--- config.mk ---
export PLATFORM = sky130hd
export DESIGN_NAME = lw_sha_wr_admit
export DESIGN_NICKNAME = d
export VERILOG_FILES = /design/src/rtl/lw_sha_pkg.sv /design/src/rtl/lw_sha_sync_fifo.sv /design/src/rtl/lw_sha_wr_admit.sv
export SDC_FILE = /design/constraint.sdc
export NUM_CORES = 1
export LEC_CHECK = 0
export BUFFER_PORTS_ARGS = -buffer_cell sky130_fd_sc_hd__buf_4
export CAP_MARGIN = 40
export CORE_UTILIZATION = 55
export CTS_CLUSTER_SIZE = 25
export DETAILED_ROUTE_END_ITERATION = 8
export HOLD_SLACK_MARGIN = 0.06
export PLACE_DENSITY_LB_ADDON = 0.25
export SLEW_MARGIN = 20
export SYNTH_ARGS = -nofsm -noshare
export SYNTH_HDL_FRONTEND = slang
export SYNTH_SLANG_ARGS = --single-unit
--- constraint.sdc ---
create_clock -name aclk -period 19.8 [get_ports aclk]
set_input_delay 0 -clock aclk [delete_from_list [all_inputs] [get_ports aclk]]
set_output_delay 0 -clock aclk [all_outputs]
set_load 0.01 [all_outputs]
--- src/rtl/lw_sha_pkg.sv ---
// Shared register map, write classes and queue entry layout for the SHA write path.
// Entry fields are sized for the widest conduit (12-bit address, 32-bit data).
package lw_sha_pkg;

    localparam int LW_ADDR_W = 12;
    localparam int LW_DATA_W = 32;

    localparam logic [LW_ADDR_W-1:0] CFG_ADDR = 12'h000;
    localparam logic [LW_ADDR_W-1:0] CTL_ADDR = 12'h004;
    localparam logic [LW_ADDR_W-1:0] STS_ADDR = 12'h008;
    localparam logic [LW_ADDR_W-1:0] IE_ADDR  = 12'h00C;
    localparam logic [LW_ADDR_W-1:0] DIN_ADDR = 12'h010;
    localparam logic [LW_ADDR_W-1:0] KEY_ADDR = 12'h014;

    typedef enum logic [2:0] {
        DIN = 3'd0,
        KEY = 3'd1,
        CFG = 3'd2,
        STS = 3'd3,
        REG = 3'd4
    } wr_class_e;

    typedef struct packed {
        wr_class_e              cls;
        logic [LW_ADDR_W-1:0]   addr;
        logic [LW_DATA_W-1:0]   data;
    } wr_entry_t;

    // CTL, IE and every unmapped address share the plain-register class.
    function automatic wr_class_e classify(input logic [LW_ADDR_W-1:0] addr);
        case (addr)
            DIN_ADDR:          return DIN;
            KEY_ADDR:          return KEY;
            CFG_ADDR:          return CFG;
            STS_ADDR:          return STS;
            CTL_ADDR, IE_ADDR: return REG;
            default:           return REG;
        endcase
    endfunction

endpackage

--- src/rtl/lw_sha_sync_fifo.sv ---
// Generic synchronous FIFO with registered storage and a combinational head.
// Pointers carry one extra wrap bit so full and empty are distinguishable.
module lw_sha_sync_fifo #(
    parameter int WIDTH = 8,
    parameter int DEPTH = 4
) (
    input  logic                     clk,
    input  logic                     reset,
    input  logic                     push,
    input  logic [WIDTH-1:0]         din,
    input  logic                     pop,
    input  logic                     flush,
    output logic                     full,
    output logic                     empty,
    output logic [$clog2(DEPTH):0]   level,
    output logic [WIDTH-1:0]         head
);

    localparam int PTR_W = $clog2(DEPTH) + 1;
    localparam int IDX_W = PTR_W - 1;

    logic [PTR_W-1:0] wr_ptr_q, wr_ptr_d;
    logic [PTR_W-1:0] rd_ptr_q, rd_ptr_d;
    logic [WIDTH-1:0] mem_q [DEPTH];
    logic [WIDTH-1:0] mem_d [DEPTH];
    logic             do_push;
    logic             do_pop;

    always_comb begin
        full    = (wr_ptr_q[IDX_W-1:0] == rd_ptr_q[IDX_W-1:0]) &&
                  (wr_ptr_q[PTR_W-1] != rd_ptr_q[PTR_W-1]);
        empty   = (wr_ptr_q == rd_ptr_q);
        level   = wr_ptr_q - rd_ptr_q;
        head    = mem_q[rd_ptr_q[IDX_W-1:0]];
        do_push = push && !full && !flush;
        do_pop  = pop && !empty && !flush;

        wr_ptr_d = wr_ptr_q;
        rd_ptr_d = rd_ptr_q;
        mem_d    = mem_q;
        if (flush) begin
            wr_ptr_d = '0;
            rd_ptr_d = '0;
        end else begin
            if (do_push) begin
                mem_d[wr_ptr_q[IDX_W-1:0]] = din;
                wr_ptr_d = wr_ptr_q + 1'b1;
            end
            if (do_pop) begin
                rd_ptr_d = rd_ptr_q + 1'b1;
            end
        end
    end

    always_ff @(posedge clk) begin
        if (reset) begin
            wr_ptr_q <= '0;
            rd_ptr_q <= '0;
        end else begin
            wr_ptr_q <= wr_ptr_d;
            rd_ptr_q <= rd_ptr_d;
        end
    end

    // Storage needs no reset: an entry is only read after it has been written.
    always_ff @(posedge clk) begin
        mem_q <= mem_d;
    end

endmodule

--- src/rtl/lw_sha_wr_admit.sv ---
// Write-admission stage: classifies conduit writes, queues the admitted ones in order
// and releases each to the SHA control logic only when the core can take it.
module lw_sha_wr_admit
    import lw_sha_pkg::*;
#(
    parameter int DATA_WIDTH = 32,
    parameter int ADDR_WIDTH = 12,
    parameter int DEPTH      = 4,
    parameter int DMA_LWM    = 1
) (
    input  logic                    aclk,
    input  logic                    areset,
    input  logic                    s_wr,
    input  logic [ADDR_WIDTH-1:0]   s_waddr,
    input  logic [DATA_WIDTH-1:0]   s_wdata,
    output logic                    s_slv_error,
    output logic                    m_wr,
    output logic [ADDR_WIDTH-1:0]   m_waddr,
    output logic [DATA_WIDTH-1:0]   m_wdata,
    input  logic                    core_ready,
    input  logic                    din_ready,
    input  logic                    key_ready,
    input  logic                    flush,
    output logic [$clog2(DEPTH):0]  level,
    output logic                    overflow,
    output logic                    dma_wr_req
);

    localparam int LVL_W   = $clog2(DEPTH) + 1;
    localparam int ENTRY_W = $bits(wr_entry_t);

    logic                   s_slv_error_q, s_slv_error_d;
    logic                   m_wr_q, m_wr_d;
    logic [ADDR_WIDTH-1:0]  m_waddr_q, m_waddr_d;
    logic [DATA_WIDTH-1:0]  m_wdata_q, m_wdata_d;
    logic                   overflow_q, overflow_d;
    logic                   dma_wr_req_q, dma_wr_req_d;
    logic                   holdoff_q, holdoff_d;

    wr_class_e              wr_cls;
    wr_entry_t              push_entry;
    wr_entry_t              head_entry;
    logic [ENTRY_W-1:0]     head_bits;
    logic                   fifo_full;
    logic                   fifo_empty;
    logic [LVL_W-1:0]       fifo_level;
    logic                   sts_bad;
    logic                   cfg_bad;
    logic                   push;
    logic                   pop;
    logic                   head_stream;
    logic                   head_ready;

    lw_sha_sync_fifo #(
        .WIDTH (ENTRY_W),
        .DEPTH (DEPTH)
    ) u_fifo (
        .clk   (aclk),
        .reset (areset),
        .push  (push),
        .din   (push_entry),
        .pop   (pop),
        .flush (flush),
        .full  (fifo_full),
        .empty (fifo_empty),
        .level (fifo_level),
        .head  (head_bits)
    );

    // Admission: flush beats everything, then a full queue, then the per-class checks.
    always_comb begin
        wr_cls          = classify(LW_ADDR_W'(s_waddr));
        push_entry.cls  = wr_cls;
        push_entry.addr = LW_ADDR_W'(s_waddr);
        push_entry.data = LW_DATA_W'(s_wdata);

        sts_bad = (wr_cls == STS) && !s_wdata[0] && !s_wdata[3];
        cfg_bad = (wr_cls == CFG) && ((fifo_level != '0) || !core_ready);
        push    = s_wr && !flush && !fifo_full && !sts_bad && !cfg_bad;

        s_slv_error_d = s_slv_error_q;
        if (s_wr) begin
            s_slv_error_d = !flush && (fifo_full || sts_bad || cfg_bad);
        end
        overflow_d   = s_wr && !flush && fifo_full;
        dma_wr_req_d = (fifo_level <= LVL_W'(DMA_LWM)) && !flush;
    end

    // Issue: DIN/KEY heads wait for their ready and skip the holdoff cycle after a stream beat.
    always_comb begin
        head_entry  = wr_entry_t'(head_bits);
        head_stream = (head_entry.cls == DIN) || (head_entry.cls == KEY);
        case (head_entry.cls)
            DIN:     head_ready = din_ready;
            KEY:     head_ready = key_ready;
            default: head_ready = 1'b1;
        endcase

        pop       = !fifo_empty && !flush && head_ready && !(holdoff_q && head_stream);
        holdoff_d = pop && head_stream;

        m_wr_d    = pop;
        m_waddr_d = pop ? ADDR_WIDTH'(head_entry.addr) : m_waddr_q;
        m_wdata_d = pop ? DATA_WIDTH'(head_entry.data) : m_wdata_q;
    end

    always_ff @(posedge aclk) begin
        if (areset) begin
            s_slv_error_q <= 1'b0;
            m_wr_q        <= 1'b0;
            m_waddr_q     <= '0;
            m_wdata_q     <= '0;
            overflow_q    <= 1'b0;
            dma_wr_req_q  <= 1'b0;
            holdoff_q     <= 1'b0;
        end else begin
            s_slv_error_q <= s_slv_error_d;
            m_wr_q        <= m_wr_d;
            m_waddr_q     <= m_waddr_d;
            m_wdata_q     <= m_wdata_d;
            overflow_q    <= overflow_d;
            dma_wr_req_q  <= dma_wr_req_d;
            holdoff_q     <= holdoff_d;
        end
    end

    assign s_slv_error = s_slv_error_q;
    assign m_wr        = m_wr_q;
    assign m_waddr     = m_waddr_q;
    assign m_wdata     = m_wdata_q;
    assign overflow    = overflow_q;
    assign dma_wr_req  = dma_wr_req_q;
    assign level       = fifo_level;

endmodule

==> impl_metrics.json, run 1 <==
{
  "grt_max_degree": 97,
  "cts_max_path_buffers": 3,
  "synth_edf_count": 188,
  "p_leak_nw": 4.324,
  "end_kind": "register",
  "layout.nets": 753,
  "die_x_um": 133.7,
  "ys.flop_type": "edfxtp_1",
  "grtUsageTotal_pct": 20.79,
  "grt_overflow": 0,
  "async_flop_share_pct": 0,
  "drt_iter0_drc": 326,
  "synth_area_leaders": "edfxtp_1 (59%), dfxtp_1 (12%), mux4_2 (11%), nand2b_1 (5.8%), mux2i_1 (5.5%)",
  "setup_viol_count_final": 0,
  "setup_ws_ps": 16070,
  "drc": 0,
  "synth_area_per_cell_sq_um": 17.72,
  "ys_seq_elements": 243,
  "rsz0062_at_grt": "false",
  "cp_data_arrival_time_ps": 3860,
  "swShare_pct": 19.89,
  "reg2reg_slack_ps": 16070,
  "syn-num-nets": 597,
  "io_buffers": 101,
  "period_share_pct": 18.85,
  "grt_pass1_vias": 5419,
  "max_freq_ghz": 0.2679,
  "ys.warnings.count": 0,
  "place_ws_ps": 16030,
  "clock_latency_ps": 510,
  "outcome": "finished clean",
  "p_per_area_nw_per_um2": 88.71,
  "area_growth_pct": 23.50,
  "die_h_um": 133.7,
  "synth_area_sq_um": 9534,
  "crit_type": "reg2reg",
  "min_path_type": "in2reg",
  "yosys.area.top_type": "edfxtp_1",
  "period_needed_ps": 3733,
  "io_pins": 102,
  "r2r-start": "u_fifo.rd_ptr_q[0]$_SDFFE_PP0P_",
  "ys_seq_area_share_pct": 70.76,
  "synth_cells": 538,
  "root_buffer": "clkbuf_16",
  "final_cell_mix": "edfxtp_1 (188), buf_4 (108), nand2b_1 (89)",
  "max_slew_margin_pct": 46.45,
  "initial_core_util_pct": 56.89,
  "fillers": 1090,
  "netlist.area_leader.share_pct": 59.21,
  "dieArea_sq_um": 17870,
  "ff2ff_path_depth": 9,
  "slew_viol_final": 0,
  "clkTransAtPathRegs_ps": 60,
  "fin_skew_ps": 16.03,
  "hold_start": "areset",
  "path_buf_inv": 3,
  "clkPwrFrac_pct": 40.4,
  "antenna_found_initial": 0,
  "holdPathStages": 2,
  "slowest_delay_ps": 630,
  "hold_path_end": "m_wr$_SDFF_PP0_",
  "hold_viol": 0,
  "final_common_cell": "edfxtp_1",
  "r2r_end": "u_fifo.mem_q[62]$_DFFE_PP_",
  "wl_um": 17640,
  "gp_congestion": 0.7523,
  "core_area_sq_um": 16760,
  "clkSinkCount": 243,
  "crit_family": "buffers and inverters",
  "avgRoutedWirePerCell_um": 18.95,
  "dp_hpwl_um": 9985,
  "vias": 5100,
  "path_max_fanout": 47,
  "crit_start": "u_fifo.rd_ptr_q[0]$_SDFFE_PP0P_",
  "register_area_sq_um": 6751,
  "cts_tree": "yes",
  "via_per_inst": 5.478,
  "drive_gt1_share_pct": 27.99,
  "rows": 47,
  "ys_types": 42,
  "ant_nets": 0,
  "antenna_cells": 0,
  "cts_buffers": 24,
  "tightest_slew_ps": 796.6,
  "worst_setup_path_start_kind": "register",
  "drv_cap": 0,
  "htree_levels": 1,
  "multi_input_area_sq_um": 2661,
  "pwr-share-comb_pct": 5.8,
  "grt_pass1_wl_um": 28350,
  "path_cells": "buf_16 > ha_1 > inv_1 > fa_1 > xnor3_1 > or4_4 > and3_4 > nor4_2 > buf_4",
  "firstDrtPassIters": 5,
  "p_seq_share_pct": 53.9,
  "worstPathRequired_ps": 19930,
  "vdd_drop_max_uv": 75.77,
  "slowest_stage": "buf_4",
  "internal_power_mw": 0.8368,
  "fin_tns_setup_ps": 0,
  "p_switching_mw": 0.2078
}
==> sequential cells by signal, summed over array words and instances (netlist names) <==
name,cells
u_fifo.mem_q,188
m_wdata,32
m_waddr,12
u_fifo.rd_ptr_q,3
u_fifo.wr_ptr_q,3
dma_wr_req,1
holdoff_q,1
m_wr,1
overflow,1
s_slv_error,1
==> what timing repair did <==
action / in CTS / in global routing
hold endpoints to repair: 198 / 0
hold buffers: 47 / 0
gates resized for setup: 0 / 0
buffers inserted: 0 / 0
==> synth_stat cells, types with 2 or more instances <==
master	n
nor2b_1	2
edfxtp_1	188
dfxtp_1	55
nor3b_1	3
or3_1	2
buf_1	2
a31oi_1	2
nor4_1	6
nor2_1	4
buf_2	7
a21oi_1	2
buf_6	3
or4_1	2
clkbuf_1	13
and2_1	2
or2_1	3
mux4_2	45
o21a_1	2
ha_1	7
nand2_1	13
nand3b_1	2
nand2b_1	89
o21ai_0	4
inv_1	11
mux2i_1	52
==> layer usage <==
layer | global-route usage, % | up-vias | part of all wire (%)
li1 | - | 2359 | -
met1 | 27.16 | 2552 | 41
met2 | 35.27 | 151 | 51
met3 | 3.805 | 38 | 5.4
met4 | 7.134 | 0 | 2.6
met5 | 0 | - | 0
==> cell type report <==
class                      count  area share (%)
inverter                      11          0.3507
timing repair buffer         156           11.11
tap                          220           2.338
sequential                   243           57.34
multi-input combinational    258           22.60
clock buffer                  37           6.036
clock inverter                 6          0.2231
==> cell families after synthesis <==
family / count (synthesis) / synth area share (%)
DFF: 243 / 70.76
muxes: 98 / 16.21
xor gates and xnor gates: 2 / 0.3281
and+or+nand+nor: 134 / 8.582
AOI/OAI and AO/OA: 16 / 1.168
adders and majority gates: 8 / 1.129
buffers and inverters: 37 / 1.824
==> power by group through the flow <==
stage | Sequential (mW) | Combinational, mW | Clock (mW)
finish | 0.563 | 0.0603 | 0.422
global route | 0.563 | 0.0657 | 0.449
CTS | 0.563 | 0.0609 | 0.430
detailed placement | 0.574 | 0.0531 | 0
global placement | 0.574 | 0.0504 | 0
floorplan | 0.575 | 0.0270 | 0
==> metrics by stage <==
step | util (%) | cell area (sq um) | instances | power (mW) | hold slack (ps)
floorplan | - | 9534 | 538 | 0.6020 | 78.51
global placement | 62.89 | 10540 | 840 | 0.6240 | 203.0
detailed placement | 63.05 | 10570 | 841 | 0.6266 | 203.5
CTS | 70.26 | 11780 | 931 | 1.053 | 69.60
global route | 70.26 | 11780 | 931 | 1.078 | 105.5
finish | 70.26 | 11780 | 931 | 1.045 | 54.06
==> worst max path at each step <==
stage | endpoint | slack (ps) | cells after the start
2_1_floorplan | u_fifo.mem_q[100]$_DFFE_PP_ | 12810 | 8
3_3_place_gp | u_fifo.mem_q[65]$_DFFE_PP_ | 15880 | 8
3_5_place_dp | u_fifo.mem_q[62]$_DFFE_PP_ | 16030 | 9
4_1_cts | u_fifo.mem_q[62]$_DFFE_PP_ | 16010 | 9
5_1_grt | u_fifo.mem_q[63]$_DFFE_PP_ | 15810 | 9
6_report | u_fifo.mem_q[62]$_DFFE_PP_ | 16070 | 9
==> worst reg2reg max path, cell delays in order, from the launching register on <==
cell	delay (ps)
dfxtp_4	550
buf_16	300
ha_1	200
inv_1	50
fa_1	360
xnor3_1	250
or4_4	550
and3_4	230
nor4_2	200
buf_4	630
(Power assumes the default switching activity.)
==> run 2, diff against run 1 <==
ABC_AREA = 1   (was default)
CORE_UTILIZATION = 52   (was 55)
clock period = 3.22 ns   (was 19.8 ns; I/O delays follow)
==> impl_metrics.json, run 2 <==
{
  "fin_skew_ps": 11.03,
  "synth_area_per_cell_sq_um": 12.05,
  "area_growth_pct": 23.63,
  "cts_tree": "yes",
  "p_switching_mw": 1.279,
  "top_usage_layer": "met2",
  "gp_congestion": 0.8608,
  "tightest_slew_ps": 624.8,
  "clkPwrFrac_pct": 41.2,
  "worst_setup_path_start_kind": "register",
  "drive_gt1_share_pct": 19.06,
  "slew_viol_final": 0,
  "use_met2_pct": 37.82,
  "firstDrtPassIters": 5,
  "worstPathRequired_ps": 3410,
  "grtUsageMet1_pct": 30.55,
  "p_per_area_nw_per_um2": 547.1,
  "placedCellCount": 1070,
  "avgRoutedWirePerCell_um": 17.68,
  "layout.nets": 980,
  "grt_max_degree": 63,
  "dp_hpwl_um": 11610,
  "slowest_delay_ps": 460,
  "final_cell_mix": "edfxtp_1 (188), buf_4 (114), nor2_1 (102)",
  "synth_area_sq_um": 9384,
  "synth_common_cells": "edfxtp_1 (188), nor2_1 (106), o21ai_0 (91)",
  "drt_iter0_drc": 630,
  "root_buffer": "clkbuf_16",
  "wl_um": 20580,
  "synth_edf_count": 188,
  "cts_max_path_buffers": 3,
  "largest_reg_flops": 188,
  "max_freq_ghz": 0.3357,
  "p_leak_nw": 4.152,
  "async_flop_share_pct": 0,
  "ys.warnings.count": 0,
  "netlist.area_leader.share_pct": 60.16,
  "initial_core_util_pct": 53.69,
  "final_common_cell": "edfxtp_1",
  "regMostFlops": "u_fifo.mem_q",
  "vdd_drop_max_uv": 426.4,
  "slowest_stage": "nor2_4",
  "ys_seq_elements": 243,
  "crit_type": "reg2reg",
  "die_x_um": 136.3,
  "ys.flop_type": "edfxtp_1",
  "holdPathStages": 2,
  "ff2ff_path_depth": 10,
  "ant_nets": 0,
  "clkTransAtPathRegs_ps": 60,
  "synth.most_common_cell": "edfxtp_1",
  "p_seq_share_pct": 54.1,
  "hold_start": "s_wdata[10]",
  "grt_overflow": 0,
  "antenna_found_initial": 0,
  "io_pins": 102,
  "met3_usage_pct": 3.169,
  "io_buffers": 101,
  "path_cells": "inv_1 > ha_1 > inv_1 > fa_1 > nor2_1 > nand3_1 > nand2_2 > nand3_1 > nor2_4 > buf_12",
  "clock_latency_ps": 510,
  "cts_buffers": 24,
  "outcome": "finished clean",
  "rsz0062_at_grt": "false",
  "core_area_sq_um": 17480,
  "grt_pass1_vias": 6293,
  "end_kind": "register",
  "cts_setup_buffers": 0,
  "drc": 0,
  "antenna_cells": 0,
  "setup_ws_ps": 241.1,
  "htree_levels": 1,
  "period_needed_ps": 2979,
  "die_h_um": 136.3,
  "swShare_pct": 20.16,
  "ys_types": 29,
  "instances_no_fill": 1164,
  "internal_power_mw": 5.067,
  "setup_viol_count_final": 0,
  "r2r_end": "u_fifo.mem_q[28]$_DFFE_PP_",
  "pwr-share-comb_pct": 4.7,
  "grtUsageTotal_pct": 22.46,
  "hold_viol": 0,
  "ys_seq_area_share_pct": 71.89,
  "place_ws_ps": 162.4,
  "vias": 6541,
  "cp_data_arrival_time_ps": 3170,
  "via_per_inst": 5.619,
  "grt_pass1_wl_um": 32170,
  "period_share_pct": 92.51,
  "synth_area_leaders": "edfxtp_1 (60%), dfxtp_1 (12%), o21ai_0 (4.9%), nor2_1 (4.2%), nand3_1 (3.1%)",
  "yosys.area.top_type": "edfxtp_1",
  "path_buf_inv": 3,
  "path_max_fanout": 30,
  "drv_cap": 0,
  "reg2reg_slack_ps": 240,
  "hold_path_end": "u_fifo.mem_q[104]$_DFFE_PP_",
  "dieArea_sq_um": 18590,
  "max_slew_margin_pct": 58.34,
  "synth_cells": 779,
  "min_path_type": "in2reg",
  "crit_family": "simple AND/OR/NAND/NOR gates",
  "r2r-start": "u_fifo.wr_ptr_q[0]$_SDFFE_PP0P_",
  "clkSinkCount": 243,
  "rows": 48,
  "syn-num-nets": 838
}
## run 2: metal layers
metal,wire length (um),share of wire (%)
met1,8901,43
met2,9967,48
met3,1388,6.7
met4,326,1.6
met5,0,0
## run 2: logic make-up (layout without fill, tap and decap cells)
group	after synthesis	after routing	share of synthesized area, %
buf+inv	86	246	4.133
compound gates	191	191	11.32
fa+ha+maj	8	8	1.147
flops	243	243	71.89
xor+xnor	2	2	0.1867
simple gates	249	249	11.32
## run 2: final cells by class
type | count | area, sq um
flip-flops and latches | 243 | 6753
clock inverters | 6 | 53.80
inverters | 35 | 131.4
multi-input cells | 450 | 2291
fillers | 1265 | 5876
repair buffers | 167 | 1416
well taps | 225 | 281.5
clock buffers | 38 | 674.4
## run 2: worst max path at each step
stage	start	to	slack, ps	cells past startpoint
final	u_fifo.wr_ptr_q[0]$_SDFFE_PP0P_	u_fifo.mem_q[28]$_DFFE_PP_	240	10
after detailed placement	u_fifo.wr_ptr_q[0]$_SDFFE_PP0P_	u_fifo.mem_q[8]$_DFFE_PP_	160	10
after global placement	u_fifo.wr_ptr_q[0]$_SDFFE_PP0P_	u_fifo.mem_q[8]$_DFFE_PP_	360	10
after global routing	u_fifo.wr_ptr_q[0]$_SDFFE_PP0P_	s_slv_error$_SDFFE_PP0P_	40	12
after floorplan	u_fifo.rd_ptr_q[1]$_SDFFE_PP0P_	u_fifo.mem_q[0]$_DFFE_PP_	-380	9
after CTS	u_fifo.wr_ptr_q[0]$_SDFFE_PP0P_	u_fifo.mem_q[28]$_DFFE_PP_	150	10
## run 2: power groups by stage
stage	clock network, mW	registers (mW)	logic, mW
floorplan	0	3.51	0.110
finish	2.61	3.43	0.299
CTS	2.65	3.43	0.299
global route	2.77	3.44	0.325
global placement	0	3.50	0.242
detailed placement	0	3.50	0.251
## run 2: stage by stage
| stage | area [sq um] | setup TNS, ps | hold WS, ps | power (mW) | util (%) |
|---|---|---|---|---|---|
| 2_1_floorplan | 9394 | -72370 | 98.87 | 3.617 | - |
| 3_3_place_gp | 10370 | 0 | 203.7 | 3.741 | 59.33 |
| 3_5_place_dp | 10370 | 0 | 206.2 | 3.752 | 59.33 |
| 4_1_cts | 11600 | 0 | 218.8 | 6.386 | 66.36 |
| 5_1_grt | 11600 | 0 | 221.5 | 6.532 | 66.38 |
| 6_report | 11600 | 0 | 235.4 | 6.347 | 66.38 |
## run 2: worst register-to-register path, stage by stage, from the launching register on
cell and delay [ps]:
dfxtp_2 350, inv_1 90, ha_1 190, inv_1 70, fa_1 450, nor2_1 120, nand3_1 130, nand2_2 120
nand3_1 400, nor2_4 460, buf_12 260
## run 2: timing repair
| action | in CTS | in global routing |
|---|---|---|
| hold endpoints to repair | 241 | 0 |
| resized for setup | 0 | 2 |
| endpoints found under the setup margin | 0 | 40 |
| hold buffers | 50 | 0 |
